### src/rtl/sound_pkg.sv
// Shared constants for the Direct Sound FIFO block: bus addresses, SOUNDCNT_H
// bit positions, default geometry and a little-endian byte extractor.
package sound_pkg;

  localparam int unsigned SND_DEPTH_WORDS = 8;
  localparam int unsigned SND_REQ_LEVEL   = 16;

  localparam logic [31:0] SND_FIFO_A_ADDR = 32'h0400_00A0;
  localparam logic [31:0] SND_FIFO_B_ADDR = 32'h0400_00A4;
  localparam logic [1:0]  SND_SIZE_WORD   = 2'b10;

  localparam int unsigned SNDH_A_TMR = 10;
  localparam int unsigned SNDH_A_RST = 11;
  localparam int unsigned SNDH_B_TMR = 14;
  localparam int unsigned SNDH_B_RST = 15;

  // Byte 0 is the first sample to play out of a buffered word.
  function automatic logic [7:0] word_byte(input logic [31:0] word, input logic [1:0] idx);
    logic [7:0] b;
    case (idx)
      2'd0:    b = word[7:0];
      2'd1:    b = word[15:8];
      2'd2:    b = word[23:16];
      2'd3:    b = word[31:24];
      default: b = word[7:0];
    endcase
    return b;
  endfunction

endpackage

### src/rtl/sound_fifo_channel.sv
// One Direct Sound channel: word-wide writes, byte-wide pops, occupancy count
// and a once-per-refill request pulse gated by a pending flag.
module sound_fifo_channel
  import sound_pkg::*;
#(
  parameter int unsigned DEPTH_WORDS = SND_DEPTH_WORDS,
  parameter int unsigned REQ_LEVEL   = SND_REQ_LEVEL,
  localparam int unsigned PTR_W      = $clog2(DEPTH_WORDS),
  localparam int unsigned BPTR_W     = PTR_W + 2,
  localparam int unsigned CNT_W      = $clog2(DEPTH_WORDS * 4 + 1)
) (
  input  logic             clk,
  input  logic             rst_b,
  input  logic             push,
  input  logic [31:0]      push_data,
  input  logic             pop,
  input  logic             flush,
  output logic [7:0]       sample,
  output logic [CNT_W-1:0] count,
  output logic             req
);

  localparam logic [CNT_W-1:0] PUSH_LIMIT = CNT_W'(DEPTH_WORDS * 4 - 4);
  localparam logic [CNT_W-1:0] REQ_LIMIT  = CNT_W'(REQ_LEVEL);

  logic [31:0]       mem_q [DEPTH_WORDS];
  logic [31:0]       mem_d [DEPTH_WORDS];
  logic [PTR_W-1:0]  wptr_q, wptr_d;
  logic [BPTR_W-1:0] rptr_q, rptr_d;
  logic [CNT_W-1:0]  count_q, count_d;
  logic [7:0]        sample_q, sample_d;
  logic              pending_q, pending_d;
  logic              req_q, req_d;
  logic              push_ok_s, pop_ok_s;

  // Next-state: eligibility is judged on the pre-cycle count, so a pop from an
  // empty FIFO never sees a same-cycle write.
  always_comb begin
    push_ok_s = push & ~flush & (count_q <= PUSH_LIMIT);
    pop_ok_s  = pop & ~flush & (count_q != {CNT_W{1'b0}});
    mem_d     = mem_q;
    wptr_d    = wptr_q;
    rptr_d    = rptr_q;
    count_d   = count_q;
    sample_d  = sample_q;
    pending_d = pending_q;
    req_d     = 1'b0;
    if (flush) begin
      wptr_d    = {PTR_W{1'b0}};
      rptr_d    = {BPTR_W{1'b0}};
      count_d   = {CNT_W{1'b0}};
      sample_d  = 8'h00;
      pending_d = 1'b0;
    end else begin
      if (push_ok_s) begin
        mem_d[wptr_q] = push_data;
        wptr_d        = wptr_q + PTR_W'(1'b1);
        count_d       = count_d + CNT_W'(3'd4);
      end else begin
        wptr_d = wptr_q;
      end
      if (pop_ok_s) begin
        sample_d = word_byte(mem_q[rptr_q[BPTR_W-1:2]], rptr_q[1:0]);
        rptr_d   = rptr_q + BPTR_W'(1'b1);
        count_d  = count_d - CNT_W'(1'b1);
      end else begin
        rptr_d = rptr_q;
      end
      // Setting pending outranks a same-cycle write clearing it.
      if (pop_ok_s && (count_d <= REQ_LIMIT) && !pending_q) begin
        pending_d = 1'b1;
        req_d     = 1'b1;
      end else if (push_ok_s) begin
        pending_d = 1'b0;
      end else begin
        pending_d = pending_q;
      end
    end
  end

  // Control and output registers.
  always_ff @(posedge clk or negedge rst_b) begin
    if (!rst_b) begin
      wptr_q    <= {PTR_W{1'b0}};
      rptr_q    <= {BPTR_W{1'b0}};
      count_q   <= {CNT_W{1'b0}};
      sample_q  <= 8'h00;
      pending_q <= 1'b0;
      req_q     <= 1'b0;
    end else begin
      wptr_q    <= wptr_d;
      rptr_q    <= rptr_d;
      count_q   <= count_d;
      sample_q  <= sample_d;
      pending_q <= pending_d;
      req_q     <= req_d;
    end
  end

  // Sample storage; contents are meaningless whenever count is zero.
  always_ff @(posedge clk) begin
    mem_q <= mem_d;
  end

  assign sample = sample_q;
  assign count  = count_q;
  assign req    = req_q;

endmodule

### src/rtl/direct_sound_fifo.sv
// Direct Sound A/B buffer: decodes FIFO writes, routes the selected timer
// overflow to each channel and merges the refill requests for the DMA block.
module direct_sound_fifo
  import sound_pkg::*;
#(
  parameter int unsigned DEPTH_WORDS = SND_DEPTH_WORDS,
  parameter int unsigned REQ_LEVEL   = SND_REQ_LEVEL,
  parameter logic [31:0] FIFO_A_ADDR = SND_FIFO_A_ADDR,
  parameter logic [31:0] FIFO_B_ADDR = SND_FIFO_B_ADDR
) (
  input  logic        clk,
  input  logic        rst_b,
  input  logic [31:0] addr,
  input  logic [31:0] wdata,
  input  logic [1:0]  size,
  input  logic        wen,
  input  logic        mem_wait,
  input  logic [15:0] soundcnt_h,
  input  logic        timer0_ovf,
  input  logic        timer1_ovf,
  output logic [7:0]  sample_a,
  output logic [7:0]  sample_b,
  output logic        sound_req_a,
  output logic        sound_req_b,
  output logic        sound_req,
  output logic [5:0]  count_a,
  output logic [5:0]  count_b
);

  logic word_wr_s;
  logic push_a_s, push_b_s;
  logic pop_a_s, pop_b_s;
  logic flush_a_s, flush_b_s;
  logic unused_sndh_s;

  // Bus decode and timer routing.
  always_comb begin
    word_wr_s = wen & ~mem_wait & (size == SND_SIZE_WORD);
    push_a_s  = word_wr_s & (addr == FIFO_A_ADDR);
    push_b_s  = word_wr_s & (addr == FIFO_B_ADDR);
    pop_a_s   = soundcnt_h[SNDH_A_TMR] ? timer1_ovf : timer0_ovf;
    pop_b_s   = soundcnt_h[SNDH_B_TMR] ? timer1_ovf : timer0_ovf;
    flush_a_s = soundcnt_h[SNDH_A_RST];
    flush_b_s = soundcnt_h[SNDH_B_RST];
  end

  // Volume and enable fields belong to the mixer, not this block.
  assign unused_sndh_s = ^{soundcnt_h[13:12], soundcnt_h[9:0]};

  sound_fifo_channel #(.DEPTH_WORDS(DEPTH_WORDS), .REQ_LEVEL(REQ_LEVEL)) u_chan_a (
    .clk       (clk),
    .rst_b     (rst_b),
    .push      (push_a_s),
    .push_data (wdata),
    .pop       (pop_a_s),
    .flush     (flush_a_s),
    .sample    (sample_a),
    .count     (count_a),
    .req       (sound_req_a)
  );

  sound_fifo_channel #(.DEPTH_WORDS(DEPTH_WORDS), .REQ_LEVEL(REQ_LEVEL)) u_chan_b (
    .clk       (clk),
    .rst_b     (rst_b),
    .push      (push_b_s),
    .push_data (wdata),
    .pop       (pop_b_s),
    .flush     (flush_b_s),
    .sample    (sample_b),
    .count     (count_b),
    .req       (sound_req_b)
  );

  // Both inputs are flop outputs, so the merged request stays glitch-free.
  assign sound_req = sound_req_a | sound_req_b;

endmodule

### config.mk
export PLATFORM = sky130hd
export DESIGN_NAME = direct_sound_fifo
export DESIGN_NICKNAME = d
export VERILOG_FILES = /design/src/rtl/sound_pkg.sv /design/src/rtl/sound_fifo_channel.sv /design/src/rtl/direct_sound_fifo.sv
export SDC_FILE = /design/constraint.sdc
export NUM_CORES = 1
export LEC_CHECK = 0
export CAP_MARGIN = 30
export CORE_AREA = 2 2 207 209
export CTS_CLUSTER_DIAMETER = 50
export DETAILED_ROUTE_END_ITERATION = 7
export DIE_AREA = 0 0 209 211
export PLACE_DENSITY_LB_ADDON = 0.25
export SYNTH_ARGS = -nofsm -noshare
export SYNTH_HDL_FRONTEND = slang
export SYNTH_HIERARCHICAL = 1
export SYNTH_SLANG_ARGS = --single-unit
### constraint.sdc
create_clock -name clk -period 5.2 [get_ports clk]
set_input_delay 1.04 -clock clk [delete_from_list [all_inputs] [get_ports clk]]
set_output_delay 1.04 -clock clk [all_outputs]
set_load 0.05 [all_outputs]
[Yosys cells after proc, flatten, opt, wreduce, memory -nomap -nowiden]
Index checks and enable logic that the tools add are counted.
Word-level totals
  word-level logic and storage cells: 143
  bits in registers: 560
Cells by class
  order comparisons: 10
  add/sub/neg operators: 8
  equality and inequality tests: 9
  bitwise logic cells: 20
  multiplexer cells: 48
  reductions and logical operators: 20
Operators with widths (number)
  $bwmux 256: 2
  $bmux 32 s3: 2
  $demux 32 s3: 2
  $mux 32: 6
  $eq 32x27->1 const B: 2
  $pmux 8 s4: 2
  $mux 6: 10
  $mux 8: 4
  $le 6x5->1 const B: 4
  $mux 5: 4
  $ge 4x4->1 const B: 4
  $not 3->4: 4
  $add 6x3->6 const B: 2
  $and 1x1->1: 12
  $mux 1: 12
  $mux 3: 4
  $reduce_bool 6->1: 2
  $sub 6x1->6 const B: 2
  $add 5x1->5 const B: 2
  $eq 2x2->1 const B: 5
  $lt 4x1->1 const B: 2
  $reduce_bool 2->1: 4
  $add 3x1->3 const B: 2
  $logic_and 1x1->1: 6
  7 further kinds: 14

[Longest topological paths before layout]
Gate-level depths: netlist of run 1.
  word-level depth: 16
  depth in mapped cells: 10

[Cells and area by module]
Netlist of run 1, hierarchy kept.
Modules (own cells, without submodules)
  sound_fifo_channel (u_chan_b): seq. area each 8287.9 um^2, area an instance 11121.9 um^2, times used 1, cells an instance 540
  sound_fifo_channel (u_chan_a): seq. area each 8287.9 um^2, area an instance 11106.9 um^2, times used 1, cells an instance 541
  direct_sound_fifo: seq. area each 0.0 um^2, area an instance 128.9 um^2, times used 1, cells an instance 17

[Worst setup path after synthesis of run 1]
No wires, ideal clock.
  path kind: input port to flip-flop
  start point: input port addr[1]
  end point: register u_chan_a/mem_q[192] in the netlist's numbering, enable pin
  slack: -1278 ps
  cell stages on the path: 6
  required time: 4687 ps
  path buffers: 1
  data arrival time: 5965 ps
  library setup time: 513 ps
  cells stage by stage: or4_1 > nor3_1 > or3b_4 > or2_2 > clkbuf_1 > nor4b_1
On the way
  cells in the longest elaborated chain, start to end: 5
RTL lines
  start: declaration: line direct_sound_fifo.sv:13  | input logic [31:0] addr,
  $eq 32x27->1: line direct_sound_fifo.sv:39  | push_a_s = word_wr_s & (addr == FIFO_A_ADDR);
  $and 1x1->1: line direct_sound_fifo.sv:39
  named net push_a_s: line direct_sound_fifo.sv:31  | logic push_a_s, push_b_s;
  $and 1x1->1 (2 in a row): line sound_fifo_channel.sv:39  | push_ok_s = push & ~flush & (count_q <= PUSH_LIMIT);
  $reduce_and 2->1 (no source line)
  end signal: assignment: line sound_fifo_channel.sv:102  | mem_q <= mem_d;
  end: declaration: line sound_fifo_channel.sv:26  | logic [31:0] mem_q [DEPTH_WORDS];
The timed path passes the listed nets, and every way through them passes these cells.
A chain may end at the register's enable or synchronous reset.

[Worst setup path in the final report of run 1]
  start point: input port addr[29]
  end point: register u_chan_b/mem_q[115] in the netlist's numbering, enable pin
On the way
  cells in the longest elaborated chain, start to end: 5
RTL lines
  $eq 32x27->1: line direct_sound_fifo.sv:40  | push_b_s = word_wr_s & (addr == FIFO_B_ADDR);
  $and 1x1->1: line direct_sound_fifo.sv:40
  named net push_b_s: line direct_sound_fifo.sv:31
  $and 1x1->1 (2 in a row): line sound_fifo_channel.sv:39
  $reduce_and 2->1 (no source line)
  end signal: assignment: line sound_fifo_channel.sv:102
  end: declaration: line sound_fifo_channel.sv:26
The timed path passes the listed nets, and every way through them passes these cells.

==> results of run 1 <==
[worst max-delay path, delay by kind of cell]
family / cells / cell delay, ns
buffers and inverters: 2 / 0.87
AND/OR/NAND/NOR: 6 / 2.10
[cells in the mapped netlist, types with 16 or more instances]
cell / number / area, sq um
sky130_fd_sc_hd__nand2_1: 52 / 195
sky130_fd_sc_hd__mux2_2: 52 / 586
sky130_fd_sc_hd__a22oi_1: 16 / 120
sky130_fd_sc_hd__ha_1: 18 / 225
sky130_fd_sc_hd__clkbuf_1: 27 / 101
sky130_fd_sc_hd__edfxtp_1: 512 / 15400
sky130_fd_sc_hd__a21oi_1: 24 / 120
sky130_fd_sc_hd__dfrtp_1: 48 / 1200
sky130_fd_sc_hd__buf_2: 16 / 80.1
sky130_fd_sc_hd__mux2i_1: 18 / 180
sky130_fd_sc_hd__nor2_1: 33 / 124
sky130_fd_sc_hd__mux4_2: 128 / 2880
sky130_fd_sc_hd__a32o_1: 16 / 160
[where the power goes]
group / internal [mW] / switching, mW / leakage (nW) / total (mW)
clock: 2.11 / 1.58 / 0.814 / 3.69
combinational: 0.381 / 0.651 / 2.13 / 1.03
sequential: 4.98 / 0.0837 / 5.25 / 5.07
[routing by layer]
| metal | vias to the layer above | share of wire, % |
|---|---|---|
| li1 | 4800 | - |
| met3 | 83 | 5.9 |
| met2 | 350 | 50 |
| met4 | 0 | 2.3 |
| met5 | - | 0 |
| met1 | 5799 | 42 |
[through the flow]
step                      power, mW  utilization [%]  instance area [sq um]  setup TNS (ns)
after global placement         6.17             58.2                  24300               0
after detailed placement       6.19             58.4                  24400               0
after CTS                      9.87             62.4                  26000               0
final                          9.79             62.4                  26000               0
after floorplan                5.79                -                  22400          -14.94
after global routing           10.1             62.4                  26000               0
[state kept, by name, summed over array words and instances (netlist names)]
register,cells
u_chan_a/mem_q,256
u_chan_b/mem_q,256
u_chan_a/sample,8
u_chan_b/sample,8
u_chan_a/count,6
u_chan_b/count,6
u_chan_a/rptr_q,5
u_chan_b/rptr_q,5
u_chan_a/wptr_q,3
u_chan_b/wptr_q,3
u_chan_a/pending_q,1
u_chan_a/req,1
u_chan_b/pending_q,1
u_chan_b/req,1
[final cells by class]
cell class	instances	area, sq um	share of cell area (%)
clock inverter	25	169	0.649
multi-input combinational	465	5630	21.6
timing repair buffer	146	1430	5.48
sequential	560	16600	63.7
inverter	13	48.8	0.187
clock buffer	74	1500	5.76
tap	539	674	2.59
antenna	1	2.50	0.00961
[logic make-up after synthesis]
| logic type | after synthesis | synth area share, % |
|---|---|---|
| adders and majority gates | 18 | 1.01 |
| xor gates and xnor gates | 24 | 1.00 |
| AOI/OAI and AO/OA | 73 | 2.42 |
| DFF | 560 | 74.1 |
| and+or+nand+nor | 152 | 3.66 |
| buffers and inverters | 73 | 1.46 |
| muxes | 198 | 16.3 |
[how the worst max path moves through the flow]
stage	endpoint	slack, ns	cells after the start	start
6_report	u_chan_b/mem_q[115]	1.34	8	addr[29]
3_5_place_dp	u_chan_b/mem_q[127]	0.74	8	addr[5]
4_1_cts	u_chan_b/mem_q[104]	1.36	8	addr[5]
2_1_floorplan	u_chan_a/mem_q[64]	-0.23	6	addr[1]
3_3_place_gp	u_chan_b/mem_q[108]	0.74	8	addr[29]
5_1_grt	u_chan_b/mem_q[104]	1.16	8	addr[5]
==> results.md, run 1 <==
* **status** complete, no violations
* **Synthesis Warnings** 6
* **number of resized instances in the post-cts repair step** 0
* **wire length of the first global-routing pass** 70.4 mm
* **worst relative slew slack** 45.3%
* **first-pass detailed-route iteration total** 5
* **CTS Root Buffer Type** sky130_fd_sc_hd__clkbuf_16
* **series of cell instances along the critical path** clkdlybuf4s50_1, nor4b_1, nand4_1, nor3_1, or3b_4, or2_0, nor4b_4, buf_4
* **post-synthesis register bit count** 560
* **endpoint required time on the critical path** 5.42 ns
* **commonest cells after routing, fill and taps aside** sky130_fd_sc_hd__edfxtp_1 (512), sky130_fd_sc_hd__mux4_2 (128), sky130_fd_sc_hd__clkdlybuf4s50_1 (105)
* **share of the yosys chip area belonging to registers** 74.1%
* **leak pwr** 8.19 nW
* **Worst setup EP type** register
* **post-route non-filler standard cell count** 1823
* **Pins Over Slew Limit** 0
* **total number of placement rows** 75
* **crit start category** primary input
* **Overflow after GRT** 0
* **peak per-stage delay on the critical path** 0.50 ns
* **DRC violation count after routing** 0
* **Slowest cell on crit path** sky130_fd_sc_hd__or2_0
* **count of port buffers added during placement** 106
* **weighted congestion at the end of routability-driven global placement** 0.812
* **number of instances in the placed design** 1723
* **clock tree sinks** 560
* **global-route met2 utilization** 35.6%
* **Final Hold Violating Endpoints** 0
* **filler cell count in the final layout** 2835
* **Tightest Pin Transition** 0.821 ns
* **Ports** 119
* **maximum vdd ir drop** 0.300 mV
* **htree depth** 2
* **most frequent standard cell in the layout excluding fill and tap cells** sky130_fd_sc_hd__edfxtp_1
* **antenna viol nets, final** 0
* **most used routing layer in global routing** met2
* **portion of the clock cycle consumed by the worst path in the final layout** 74.3%
* **Reg-to-Reg Start** u_chan_b/rptr_q[2]
* **number of synthesized flops with an enable pin** 512
* **width of the chip** 209 um
* **area of the die** 44100 sq um
* **worst reg2reg endpoint** u_chan_b/sample[1]
* **top flip-flop cell by instance count after synthesis** sky130_fd_sc_hd__edfxtp_1
* **wire length after detailed routing** 46.3 mm
* **All-Layer GR Usage** 21.7%
* **number of antenna violations at the first check in global routing** 0
* **max-cap check violation count** 0
* **clock transition at the register clock pins on the worst setup and hold paths after CTS** 0.06 ns
* **Final Critical Period** 3.86 ns
* **RSZ-0062 raised after global routing** false
* **critical path fanouts, max** 32
* **Post-Synthesis Mean Instance Area** 20.4 sq um
* **Worst Hold Margin** 0.405 ns
* **via-per-instance ratio** 6.05
* **hold buffers post-CTS** 0
* **global-route met3 utilization** 3.45%
* **synthesized net count** 1204
* **Peak Freq** 259 MHz
* **Post-Syn Instances** 1098
* **total number of vias** 11000
* **proportion of layout cells with a drive suffix above 1** 25.2%
* **worst endpoint data arrival time** 4.08 ns
* **post-synthesis cell area** 22400 sq um
* **async set-reset flop share out of synthesis** 8.57%
* **Worst Setup Path Type** in -> reg
* **detailed placer's ending HPWL** 27.3 mm
* **growth of design area from synthesis to finish** 16.5%
* **P per Cell Area** 376 nW/um^2
* **worst path setup slack after routing** 1.34 ns
* **pin count of the biggest net entering global routing** 41
* **worst hold path class** in -> async
* **worst-case register-to-register setup slack** 2.17 ns
* **DIE HEIGHT** 211 um
* **number of buffers created by CTS** 56
* **endpoints failing setup** 0
* **number of DRC violations after detailed-routing iteration 0** 803
* **number of distinct library cells after synthesis** 53
* **worst clock skew on the final layout** 0.0166 ns
* **number of global-route vias before repair** 11400
* **starting utilization of the core area** 53.5%
* **Global Route met1 Usage** 30.7%
* **Final nets** 1348
* **CTS tree** yes
* **post-DR wirelength/cell** 25.4 um
* **number of setup buffers added after CTS** 0
* **depth of the most critical reg-to-reg path** 6
* **Max Root-Sink Buffers** 3
* **worst skew pair latency** 0.59 ns
* **placeable core region** 41800 sq um
* **pre-CTS setup slack** 0.744 ns
Note: power is estimated with default switching activity, not from simulation.
==> run 2, diff against run 1 <==
CORE_AREA = 2 2 205 207   (was 2 2 207 209)
DIE_AREA = 0 0 207 209   (was 0 0 209 211)
clock period = 4 ns   (was 5.2 ns; I/O delays follow)
==> results.md, run 2 (synthesis results as in run 1) <==
* **DRC violation count after routing** 0, unchanged
* **Peak Freq** 292 MHz
* **Max Root-Sink Buffers** 3, unchanged
* **endpoints failing setup** 0, unchanged
* **commonest cells after routing, fill and taps aside** sky130_fd_sc_hd__edfxtp_1 (512), sky130_fd_sc_hd__mux4_2 (128), sky130_fd_sc_hd__clkdlybuf4s50_1 (105)
* **pin count of the biggest net entering global routing** 35, -15%
* **CTS tree** yes
* **Ports** 119, unchanged
* **starting utilization of the core area** 54.1%, +0.61 points
* **Final Critical Period** 3.43 ns
* **number of resized instances in the post-cts repair step** 0, unchanged
* **Tightest Pin Transition** 0.853 ns, +0.0323 ns
* **Final Total Pwr** 12.8 mW, +31%
* **leading registers by flop count** u_chan_a/mem_q x256, u_chan_b/mem_q x256
* **antenna viol nets, final** 0, unchanged
* **portion of the clock cycle consumed by the worst path in the final layout** 85.7%
* **critical path fanouts, max** 9, -72%
* **worst clock skew on the final layout** 0.0157 ns, -0.000865 ns
* **number of setup buffers added after CTS** 0, unchanged
* **Worst Setup Path Type** in -> reg
* **leak pwr** 8.29 nW, +1.1%
* **endpoint required time on the critical path** 4.30 ns, -1.12 ns
* **most frequent standard cell in the layout excluding fill and tap cells** sky130_fd_sc_hd__edfxtp_1
* **wire length of the first global-routing pass** 70.3 mm, -0.11%
* **worst hold path class** in -> async
* **clock transition at the register clock pins on the worst setup and hold paths after CTS** 0.06 ns, about the same
* **count of port buffers added during placement** 106, unchanged
* **All-Layer GR Usage** 21.9%, +0.20 points
* **maximum vdd ir drop** 0.369 mV, +23%
* **growth of design area from synthesis to finish** 18.0%
* **number of antenna violations at the first check in global routing** 0, unchanged
* **RSZ-0062 raised after global routing** false
* **clock tree sinks** 560, unchanged
* **Final Core Density** 63.9%, +1.5 points
* **number of buffers created by CTS** 56, unchanged
* **via-per-instance ratio** 6.00, -0.85%
* **placeable core region** 41300 sq um, -1.1%
* **width of the chip** 207 um, -0.96%
* **P per Cell Area** 486 nW/um^2, +29%
* **hold buffers post-CTS** 0, unchanged
* **Overflow after GRT** 0, unchanged
* **proportion of layout cells with a drive suffix above 1** 25.7%, +0.52 points
* **crit start category** primary input
* **total number of placement rows** 75, unchanged
* **wire length after detailed routing** 46.5 mm, +0.46%
* **number of DRC violations after detailed-routing iteration 0** 875, +9.0%
* **area of the die** 43300 sq um, -1.9%
* **worst endpoint data arrival time** 3.73 ns, -0.35 ns
* **weighted congestion at the end of routability-driven global placement** 0.799, -1.5%
* **detailed placer's ending HPWL** 27.5 mm, +0.67%
* **first-pass detailed-route iteration total** 5, unchanged
* **Final Hold Violating Endpoints** 0, unchanged
* **filler cell count in the final layout** 2798, -1.3%
* **worst relative slew slack** 43.1%, -2.2 points
* **status** complete, no violations
* **htree depth** 2, unchanged
* **DIE HEIGHT** 209 um, -0.95%
* **Pins Over Slew Limit** 0, unchanged
* **worst skew pair latency** 0.61 ns, +0.02 ns
* **max-cap check violation count** 0, unchanged
* **number of global-route vias before repair** 11400, -0.75%
* **total number of vias** 11000, -0.25%
* **Final nets** 1355, +0.52%
* **CTS Root Buffer Type** sky130_fd_sc_hd__clkbuf_16
* **post-DR wirelength/cell** 25.4 um, -0.15%
* **Worst setup EP type** register
run 2: where the power goes:
part           total [mW]  internal (mW)  switching (mW)
sequential           6.58           6.48           0.104
combinational        1.38          0.501           0.880
clock                4.86           2.74            2.13
total                12.8           9.71            3.11
run 2: worst paths after layout:
| path | startpoint | slack [ns] | to | depth (start not counted) |
|---|---|---|---|---|
| max in group asynchronous | rst_b | 2.91 | u_chan_b/rptr_q[2] | 2 |
| min in group clk | u_chan_b/pending_q | 0.47 | u_chan_b/req | 1 |
| hold / removal | rst_b | 0.31 | u_chan_a/count[2] | 1 |
| setup / recovery | addr[16] | 0.57 | u_chan_a/mem_q[209] | 8 |
| setup reg to reg | u_chan_a/rptr_q[2] | 1.22 | u_chan_a/sample[5] | 6 |
| hold reg to reg | u_chan_b/pending_q | 0.47 | u_chan_b/req | 1 |
run 2: area by class of cell:
type	count	area, sq um	area share [%]
repair buffers	153	1720	6.53
multi-input cells	465	5650	21.4
diodes	3	7.51	0.0285
clock buffers	70	1480	5.59
inverters	13	48.8	0.185
well taps	539	674	2.56
clock inverters	31	215	0.816
flip-flops and latches	560	16600	62.9
run 2: worst max-delay path, stage by stage:
cell	delay, ns
sky130_fd_sc_hd__clkdlybuf4s50_1	0.41
sky130_fd_sc_hd__nor4_1	0.30
sky130_fd_sc_hd__nand4_1	0.19
sky130_fd_sc_hd__nor3_1	0.43
sky130_fd_sc_hd__or3b_4	0.46
sky130_fd_sc_hd__or2_2	0.44
sky130_fd_sc_hd__nor4b_4	0.41
sky130_fd_sc_hd__buf_4	0.27
run 2: per-layer routing:
metal / vias to the layer above / track usage (%) / part of all wire (%)
li1: 4817 / - / -
met1: 5821 / 30.9 / 42
met2: 291 / 36.1 / 50
met3: 75 / 3.28 / 5.1
met4: 0 / 6.58 / 2.2
met5: - / 0 / 0
run 2: stage by stage:
stage	TNS (ns)	setup slack (ns)	instances	cell area [sq um]	hold WS, ns
finish	0	0.571	1834	26400	0.312
global route	0	0.432	1831	26400	0.377
CTS	0	0.598	1831	26400	0.324
detailed placement	-0.156	-0.0178	1730	24700	0.441
floorplan	-21.24	-0.219	1098	22500	0.426
global placement	0	0.0121	1730	24700	0.438
